**src/rtl/scan_pkg.sv**
```systemverilog
// Shared definitions for the scan sequencer: phase encodings and the
// address-width helper used to size the image memory port.
package scan_pkg;

  typedef enum logic [1:0] {
    ST_IDLE   = 2'b00,
    ST_INPUT  = 2'b01,
    ST_EXEC   = 2'b10,
    ST_OUTPUT = 2'b11
  } state_t;

  // Ceiling log2 for elaboration-time sizing; bounded loop keeps it synthesizable.
  function automatic int clog2(input int value);
    int res;
    res = 0;
    for (int i = 0; i < 31; i++) begin
      if ((1 << i) < value) res = i + 1;
    end
    return res;
  endfunction

endpackage

```
**src/rtl/scan_watchdog.sv**
```systemverilog
// Cycle watchdog: counts enabled cycles from a clear and raises a terminal
// flag once WDT_LIMIT cycles have been counted (flag is high in the
// WDT_LIMIT-th enabled cycle). Reusable for any cycle-time monitor.
module scan_watchdog
#(
  parameter int WDT_W     = 16,
  parameter int WDT_LIMIT = 1000
) (
  input  logic clk,
  input  logic clr,
  input  logic clear,
  input  logic en,
  output logic terminal
);

  localparam logic [WDT_W-1:0] LAST = WDT_W'(WDT_LIMIT - 1);

  logic [WDT_W-1:0] count;

  assign terminal = (count == LAST);

  // Counter: clear dominates, saturates at the terminal value.
  always_ff @(posedge clk) begin
    if (clr || clear) begin
      count <= '0;
    end else if (en && !terminal) begin
      count <= count + WDT_W'(1);
    end
  end

endmodule

```
**src/rtl/scan_sequencer.sv**
```systemverilog
// PLC scan-cycle sequencer: snapshots the input pins into the input image,
// runs the enabled execution units until all report done (under a
// watchdog), then reads the output image back and updates the pins
// atomically. Owns image memory port 1 during the I/O phases.
module scan_sequencer
  import scan_pkg::*;
#(
  parameter int  N_IO      = 16,
  parameter int  N_CPU     = 2,
  parameter int  WDT_W     = 16,
  parameter int  WDT_LIMIT = 1000,
  parameter int  CNT_W     = 16,
  localparam int IMG_AW    = clog2(N_IO) + 1
) (
  input  logic              CLK,
  input  logic              CLR,
  input  logic              RUN,
  input  logic [N_CPU-1:0]  CPU_EN,
  input  logic [N_IO-1:0]   IN_PINS,
  output logic [N_IO-1:0]   OUT_PINS,
  output logic [IMG_AW-1:0] IMG_A,
  output logic              IMG_DI,
  output logic              IMG_WE,
  input  logic              IMG_DQ,
  output logic [N_CPU-1:0]  START,
  input  logic [N_CPU-1:0]  DONE,
  output logic [1:0]        STATE,
  output logic              WDT_ERR,
  output logic [CNT_W-1:0]  SCAN_CNT
);

  // idx is one bit wider than the image half so OUTPUT can count to N_IO
  // for its extra drain cycle.
  localparam int IDX_LOG = IMG_AW - 1;
  localparam int IDX_W   = IMG_AW;
  localparam logic [IDX_W-1:0] IDX_LAST = IDX_W'(N_IO - 1);
  localparam logic [IDX_W-1:0] IDX_END  = IDX_W'(N_IO);

  state_t             state;
  state_t             state_nx;
  logic [IDX_W-1:0]   idx;
  logic [IDX_LOG-1:0] idx_lo;
  logic [N_IO-1:0]    snap;
  logic [N_IO-1:0]    shadow;
  logic [N_IO-1:0]    out_nx;
  logic [N_CPU-1:0]   en_q;
  logic [N_CPU-1:0]   done_q;
  logic               all_done;
  logic               wdt_term;
  logic               in_last;
  logic               out_last;
  logic               wdt_fault;
  logic               scan_go;

  // Read-capture stage: address issued in one cycle, data lands the next.
  logic [IDX_LOG-1:0] rd_idx_p1;
  logic               vld_p1;

  assign idx_lo    = idx[IDX_LOG-1:0];
  assign all_done  = &done_q;
  assign in_last   = (state == ST_INPUT)  && (idx == IDX_LAST);
  assign out_last  = (state == ST_OUTPUT) && (idx == IDX_END);
  assign wdt_fault = (state == ST_EXEC) && !all_done && wdt_term;
  assign scan_go   = (state_nx == ST_INPUT) && (state != ST_INPUT);
  assign STATE     = state;

  scan_watchdog #(
    .WDT_W     (WDT_W),
    .WDT_LIMIT (WDT_LIMIT)
  ) u_wdt (
    .clk      (CLK),
    .clr      (CLR),
    .clear    (state != ST_EXEC),
    .en       (state == ST_EXEC),
    .terminal (wdt_term)
  );

  // Next-state and memory/CPU handshake outputs, all from registered state.
  always_comb begin
    state_nx = state;
    IMG_A    = '0;
    IMG_DI   = 1'b0;
    IMG_WE   = 1'b0;
    START    = '0;
    case (state)
      ST_IDLE: begin
        if (RUN && !WDT_ERR) state_nx = ST_INPUT;
      end
      ST_INPUT: begin
        IMG_A  = {1'b0, idx_lo};
        IMG_DI = snap[idx_lo];
        IMG_WE = 1'b1;
        if (idx == IDX_LAST) state_nx = ST_EXEC;
      end
      ST_EXEC: begin
        START = en_q;
        if (all_done)      state_nx = ST_OUTPUT;
        else if (wdt_term) state_nx = ST_IDLE;
      end
      ST_OUTPUT: begin
        IMG_A = {1'b1, idx_lo};
        if (idx == IDX_END) state_nx = RUN ? ST_INPUT : ST_IDLE;
      end
      default: state_nx = ST_IDLE;
    endcase
  end

  // Phase register.
  always_ff @(posedge CLK) begin
    if (CLR) state <= ST_IDLE;
    else     state <= state_nx;
  end

  // Address index: walks each I/O phase, parked at zero otherwise.
  always_ff @(posedge CLK) begin
    if (CLR) begin
      idx <= '0;
    end else begin
      case (state)
        ST_INPUT:  idx <= (idx == IDX_LAST) ? '0 : idx + IDX_W'(1);
        ST_OUTPUT: idx <= (idx == IDX_END)  ? '0 : idx + IDX_W'(1);
        default:   idx <= '0;
      endcase
    end
  end

  // Input snapshot taken on the cycle a scan starts; later pin changes are ignored.
  always_ff @(posedge CLK) begin
    if (scan_go) snap <= IN_PINS;
  end

  // CPU enable/done tracking; disabled units are pre-marked done on entry.
  always_ff @(posedge CLK) begin
    if (CLR) begin
      en_q   <= '0;
      done_q <= '0;
    end else if (in_last) begin
      en_q   <= CPU_EN;
      done_q <= ~CPU_EN;
    end else if (state == ST_EXEC) begin
      done_q <= done_q | (DONE & en_q);
    end
  end

  // Sticky fault, pin update and scan count; all cleared only by CLR.
  always_ff @(posedge CLK) begin
    if (CLR) begin
      WDT_ERR  <= 1'b0;
      OUT_PINS <= '0;
      SCAN_CNT <= '0;
    end else begin
      if (wdt_fault) WDT_ERR <= 1'b1;
      if (out_last) begin
        OUT_PINS <= out_nx;
        SCAN_CNT <= SCAN_CNT + CNT_W'(1);
      end
    end
  end

  // ---- stage p1: read data capture ----
  // Capture valid tracks the issued read addresses.
  always_ff @(posedge CLK) begin
    if (CLR) vld_p1 <= 1'b0;
    else     vld_p1 <= (state == ST_OUTPUT) && (idx != IDX_END);
  end

  // Capture index kept separate from idx so issue and capture never alias.
  always_ff @(posedge CLK) begin
    rd_idx_p1 <= idx_lo;
  end

  // Shadow image filled bit by bit; pins only see it as a whole.
  always_ff @(posedge CLK) begin
    if (vld_p1) shadow[rd_idx_p1] <= IMG_DQ;
  end

  // Final image merges the last bit still arriving in the drain cycle.
  always_comb begin
    out_nx            = shadow;
    out_nx[rd_idx_p1] = IMG_DQ;
  end

endmodule

```
**config.mk**
```make
export PLATFORM = sky130hd
export DESIGN_NAME = scan_sequencer
export DESIGN_NICKNAME = d
export VERILOG_FILES = /design/src/rtl/scan_pkg.sv /design/src/rtl/scan_watchdog.sv /design/src/rtl/scan_sequencer.sv
export SDC_FILE = /design/constraint.sdc
export NUM_CORES = 1
export LEC_CHECK = 0
export CAP_MARGIN = 10
export CORE_ASPECT_RATIO = 0.75
export CORE_MARGIN = 8
export CORE_UTILIZATION = 26
export CTS_CLUSTER_DIAMETER = 150
export DETAILED_ROUTE_END_ITERATION = 10
export PLACE_DENSITY = 0.44
export SYNTH_ARGS = -nofsm -noshare
export SYNTH_HDL_FRONTEND = slang
export SYNTH_SLANG_ARGS = --single-unit
```
**constraint.sdc**
```tcl
create_clock -name CLK -period 5.2 [get_ports CLK]
set_input_delay 1.56 -clock CLK [delete_from_list [all_inputs] [get_ports CLK]]
set_output_delay 1.56 -clock CLK [all_outputs]
set_load 0.02 [all_outputs]
```
After elaboration in Yosys (flattened, before gate mapping)

Cells that the tools add are included.

$add $sub $neg: 3
Magnitude comparators: 3
Eq/ne operators: 10
Muxes and demuxes: 21
Bitwise gates (word level): 3
Reduce and logical (&&, ||, !) cells: 16

Operators by type and width:

| kind                                                  | count |
|---|---|
| adder 16 x 1 -> 16 bit, second input constant         | 2 |
| one-hot mux 5 bit (2 select lines)                    | 2 |
| bitwise mux 16 bit                                    | 1 |
| == test 16 x 10 -> 1 bit, second input constant       | 1 |
| 2-to-1 mux 2 bit                                      | 8 |
| < comparator 4 x 5 -> 1 bit, second input constant    | 2 |
| 2-to-1 mux 5 bit                                      | 2 |
| logical AND 1 bit                                     | 9 |
| one-hot mux 2 bit (4 select lines)                    | 1 |
| adder 5 x 1 -> 5 bit, second input constant           | 1 |
| == test 5 x 4 -> 1 bit, second input constant         | 1 |
| == test 5 bit, second input constant                  | 1 |
| 2-to-1 mux 1 bit                                      | 5 |
| inequality test 5 bit, second input constant          | 1 |
| binary-select mux 1 bit (select 4 bit)                | 1 |
| demux 1 bit (select 4 bit)                            | 1 |
| == test 2 x 1 -> 1 bit, second input constant         | 2 |
| == test 2 bit, second input constant                  | 2 |
| >= comparator 4 x 1 -> 1 bit, second input constant   | 1 |
| zero test 1 bit                                       | 3 |
| AND 2 bit                                             | 1 |
| zero test 2 bit                                       | 1 |
| inequality test 2 x 1 -> 1 bit, second input constant | 1 |
| inequality test 2 bit, second input constant          | 1 |
| other kinds (5)                                       | 5 |

Flip-flop bits (word level): 97
Input bits: 24
Output and inout port bits: 44
Word-level logic and storage cells: 68

Logic depth before layout (Yosys ltp)

Word-level depth: 6
Depth in mapped cells: 10
Mapped depth without buffers: 7

Modules after synthesis

Synthesis repeated with hierarchy kept, for this count alone.

Cells, all modules: 424
Area total of the unflattened synthesis: 4306.6 µm²

Modules (own cells, without submodules):

| module         | instances | cells an instance | area an instance (µm²) | sequential area each (µm²) |
|---|---|---|---|---|
| scan_sequencer | 1         | 332               | 3485.8                 | 1941.9 |
| scan_watchdog  | 1         | 92                | 820.8                  | 320.3 |

Least setup slack after synthesis

Ideal clock, no wire load.

Path kind: input -> register
Start: input RUN
End: register snap[0] (enable)
Setup time: 0.413 ns
Arrival time: 3.102 ns
Data required time: 4.787 ns
Setup slack: 1.685 ns
Cell stages on the path: 3
Path buffers: 0
Path through: nor4b_1 > a21oi_1 > nor3b_1

Word-level cells in the longest chain between the ends: 5
Elaborated cells on any way between the ends: 7
Those cells by class: eq/ne: 1; mux: 4; reduce/logical: 2

Ends and longest elaborated chain:

| what                                                  | line                                        | text |
|---|---|---|
| start, declared                                       | scan_sequencer.sv:17                        | `input logic RUN,` |
| 2-to-1 mux 1 bit or logical AND 1 bit (tied branches) | scan_sequencer.sv:102, scan_sequencer.sv:87 |  |
| 2-to-1 mux 2 bit (on tied branches)                   | scan_sequencer.sv:102, scan_sequencer.sv:87 |  |
| one-hot mux 2 bit (4 select lines) (*)                | scan_sequencer.sv:85                        | `case (state)` |
| == test 2 x 1 -> 1 bit (*)                            | scan_sequencer.sv:64                        | `assign scan_go = (state_nx == ST_INPUT) && (state != ST_INPUT);` |
| logical AND 1 bit (*)                                 | scan_sequencer.sv:64                        |  |
| named net scan_go                                     | scan_sequencer.sv:53                        | `logic scan_go;` |
| end signal, assigned                                  | scan_sequencer.sv:129                       | `if (scan_go) snap <= IN_PINS;` |
| end, declared                                         | scan_sequencer.sv:43                        | `logic [N_IO-1:0] snap;` |

The timed path passes the listed nets; every way through them passes the cells marked *.
A chain may end at the register's enable or synchronous reset.

Final worst setup path

Start: register idx[0]
End: output IMG_DI

Word-level cells in the longest chain between the ends: 3

Ends and longest elaborated chain:

| what                                   | line                  | text |
|---|---|---|
| start, declared                        | scan_sequencer.sv:41  | `logic [IDX_W-1:0] idx;` |
| start signal, assigned                 | scan_sequencer.sv:120 | `ST_INPUT: idx <= (idx == IDX_LAST) ? '0 : idx + IDX_W'(1);` |
| start signal, assigned                 | scan_sequencer.sv:121 | `ST_OUTPUT: idx <= (idx == IDX_END) ? '0 : idx + IDX_W'(1);` |
| binary-select mux 1 bit (select 4 bit) | scan_sequencer.sv:91  | `IMG_DI = snap[idx_lo];` |
| 2-to-1 mux 1 bit (implied by the code) | scan_sequencer.sv:91  |  |
| 2-to-1 mux 1 bit                       | scan_sequencer.sv:85  |  |
| end, declared                          | scan_sequencer.sv:22  | `output logic IMG_DI,` |

No other way between the ends. The select of a mux whose other input is x is not followed.

==> flow_metrics.env <==
export IMPL_status="finished, final reports clean"
export IMPL_num_antenna_cells=0
export IMPL_p_per_area_nw_per_um2=297.4
export IMPL_synthXorXnorAreaFrac_pct=3.763
export IMPL_wire_per_inst_um=14.89
export IMPL_cp_cell_sequence="mux4_2, nand3b_1, o21ai_0, o31a_1, clkdlybuf4s50_1"
export IMPL_grt_pass1_wl_mm=16.76
export IMPL_numCtsBuffers=9
export IMPL_async_reset_ff_share_pct=0
export IMPL_portBuffers=67
export IMPL_routabilityCongestion=0.7304
export IMPL_tritoncts="yes"
export IMPL_drtPass1Iterations=5
export IMPL_synthAdderAreaFrac_pct=1.792
export IMPL_row_count=40
export IMPL_fmax_ghz=0.2432
export IMPL_clk_latency_ns=0.35
export IMPL_hold_start="en_q[0]$_SDFFE_PP0P_"
export IMPL_root_buffer="clkbuf_16"
export IMPL_synth_top_family_by_area="simple AND/OR/NAND/NOR gates"
export IMPL_grt_usage_pct=10.12
export IMPL_hold_viol=0
export IMPL_setup_viol=0
export IMPL_leakage_uw=0.001657
export IMPL_h_tree_depth=3
export IMPL_viasPerCell=4.619
export IMPL_ys_seq_area_share_pct=54.00
export IMPL_cts_setup_buffers=0
export IMPL_fin_nets=494
export IMPL_antenna_found_initial=0
export IMPL_syn_to_final_growth_pct=28.38
export IMPL_syn_instance_count=407
export IMPL_die_h_um=125.9
export IMPL_synth_area_sq_um=4189
export IMPL_wl_mm=10.11
export IMPL_detail_route_iter0_violations=156
export IMPL_layout_common_cells="67 x clkdlybuf4s50_1, 65 x dfxtp_1, 59 x nor2_1, 32 x edfxtp_1, 22 x nor3_1"
export IMPL_die_w_um=162.6
export IMPL_worst_clock_skew_ns=0.009735
export IMPL_ys_ff_latch=97
export IMPL_critPathArrivalTime_ns=2.55
export IMPL_hold_depth=2
export IMPL_synthMuxAreaShare_pct=6.930
export IMPL_path_clk_slew_ns=0.07
export IMPL_final_max_slew_violation_count=0
export IMPL_yosys_warnings=0
export IMPL_drive_above_1_share_pct=8.955
export IMPL_r2r_cells=7
export IMPL_critical_path_max_stage_delay_ns=0.60
export IMPL_syn_nets=437
export IMPL_required_ns=3.64
export IMPL_grt_start_max_net_pins=43
export IMPL_synth_simple_gate_area_share_pct=24.79
export IMPL_synth_compound_area_share_pct=5.496
export IMPL_final_common_cell="clkdlybuf4s50_1"
export IMPL_period_needed_ns=4.111
export IMPL_relSlewSlack_pct=46.59
export IMPL_clkSinkCount=97
export IMPL_core_area_sq_um=15920
export IMPL_clockBufferDepth=2
export IMPL_dpl_hpwl_mm=6.997
export IMPL_avgSynthCellArea_sq_um=10.29
export IMPL_final_antenna_net_count=0
export IMPL_overflow=0
export IMPL_postCtsResizedCells=0
export IMPL_ios=68
export IMPL_ys_flop_type="dfxtp_1"
export IMPL_critPathMaxFanout=10
export IMPL_holdPathEnd="en_q[0]$_SDFFE_PP0P_"
export IMPL_path_class="reg2out"
export IMPL_yosysUniqueCellTypes=44
export IMPL_final_fill_count=1659
export IMPL_rrSetupSlack_ns=2.62
export IMPL_synth_edf_count=32
export IMPL_grt_pass1_vias=3187
export IMPL_hp_class="reg2reg"
export IMPL_crit_path_top_delay_cell="dfxtp_1"
export IMPL_maxCapViolCount=0
export IMPL_regArea_sq_um=2262
export IMPL_power_total_uw=1599
export IMPL_num_vias=3136
export IMPL_r2r_start="idx[0]$_SDFF_PP0_"
export IMPL_finalCritPeriodShare_pct=79.07
export IMPL_r2r_end="snap[4]$_DFFE_PP_"
export IMPL_critPathLaunchType="flop"
export IMPL_hold_buffers=0
export IMPL_drc_errors=0
export IMPL_ir_worst_vdd_mv=0.1398
export IMPL_initial_utilization_pct=26.32
export IMPL_finalSetupTns_ns=0
export IMPL_rsz0062_at_grt="no"
export IMPL_cp_end_kind="output port"
export IMPL_multiInputGateArea_sq_um=1797
export IMPL_dieArea_sq_um=20470
export IMPL_worst_pin_slew_ns=0.8003
-- synth_stat cells, types with 4 or more instances --
| cell type | instances | area [sq um] |
|---|---|---|
| a21oi_1 | 19 | 95.09 |
| edfxtp_1 | 32 | 960.9 |
| or3_1 | 11 | 68.82 |
| and2_1 | 8 | 50.05 |
| inv_1 | 10 | 37.54 |
| nand4b_1 | 5 | 43.79 |
| and3_1 | 4 | 25.02 |
| ha_1 | 6 | 75.07 |
| clkbuf_1 | 19 | 71.32 |
| or4_1 | 4 | 30.03 |
| nor2b_1 | 4 | 25.02 |
| nor4b_1 | 5 | 43.79 |
| nand3_1 | 14 | 70.07 |
| xor2_1 | 7 | 61.31 |
| mux4_2 | 4 | 90.09 |
| nor2_1 | 59 | 221.5 |
| nand2_1 | 17 | 63.81 |
| mux2_2 | 16 | 180.2 |
| o21ai_0 | 14 | 70.07 |
| nor4bb_1 | 6 | 60.06 |
| nor3_1 | 22 | 110.1 |
| xnor2_1 | 11 | 96.34 |
| dfxtp_1 | 65 | 1301 |
| nor4_1 | 4 | 25.02 |
| nand4_1 | 11 | 68.82 |
-- report_power, final --
part / switching (uW) / internal (uW) / total, uW
sequential: 10.4 / 796 / 806
clock: 285 / 449 / 733
combinational: 26.6 / 33.0 / 59.7
-- cell families (layout without fill, tap and decap cells) --
group / after synthesis / in the layout
and+or+nand+nor: 189 / 189
DFF: 97 / 97
buffers and inverters: 33 / 95
AOI/OAI and AO/OA: 42 / 42
xor gates and xnor gates: 18 / 18
muxes: 22 / 22
adders and majority gates: 6 / 6
-- area by class of cell --
| class | count | area share, % |
|---|---|---|
| multi-input cells | 277 | 33.41 |
| repair buffers | 69 | 12.82 |
| inverters | 10 | 0.6980 |
| well taps | 210 | 4.886 |
| clock buffers | 12 | 4.770 |
| flip-flops and latches | 97 | 42.07 |
| clock inverters | 4 | 1.349 |
-- worst max path at each step --
stage,start,slack [ns],end
2_1_floorplan,RUN,1.69,snap[0]$_DFFE_PP_
3_3_place_gp,idx[0]$_SDFF_PP0_,1.43,IMG_DI
3_5_place_dp,RUN,1.39,snap[4]$_DFFE_PP_
4_1_cts,idx[0]$_SDFF_PP0_,1.03,IMG_DI
5_1_grt,idx[0]$_SDFF_PP0_,0.91,IMG_DI
6_report,idx[0]$_SDFF_PP0_,1.09,IMG_DI
-- state kept, by name (all words and copies together) (netlist names) --
name         flops
vld_p1           1
SCAN_CNT        16
snap            16
WDT_ERR          1
u_wdt.count     16
shadow          16
idx              5
done_q           2
rd_idx_p1        4
en_q             2
OUT_PINS        16
STATE            2
-- worst max-delay path, delay by kind of cell (launching register included) --
family                 cells  cell delay (ns)
multiplexers               1             0.55
AO/OA/AOI/OAI              2             0.43
flip-flops                 1             0.60
buffers and inverters      1             0.55
AND/OR/NAND/NOR            1             0.08
-- through the flow --
| stage | hold slack (ns) | cells | cell area (sq um) | setup slack (ns) | util [%] |
|---|---|---|---|---|---|
| global route | 0.4864 | 679 | 5378 | 0.9098 | 33.79 |
| finish | 0.4558 | 679 | 5378 | 1.089 | 33.79 |
| CTS | 0.4573 | 678 | 5366 | 1.030 | 33.72 |
| detailed placement | 0.4477 | 662 | 5037 | 1.389 | 31.65 |
| floorplan | 0.3507 | 407 | 4189 | 1.685 | - |
| global placement | 0.4520 | 662 | 5037 | 1.427 | 31.65 |
-- metal layers --
layer  GRT usage, %  vias to the layer above  share of wire, %
li1               -                     1579                 -
met1          12.63                     1482                49
met2          15.60                       65                44
met3          3.776                       10               6.0
met4          3.875                        0               1.5
met5              0                        -                 0
(Power assumes the default switching activity.)
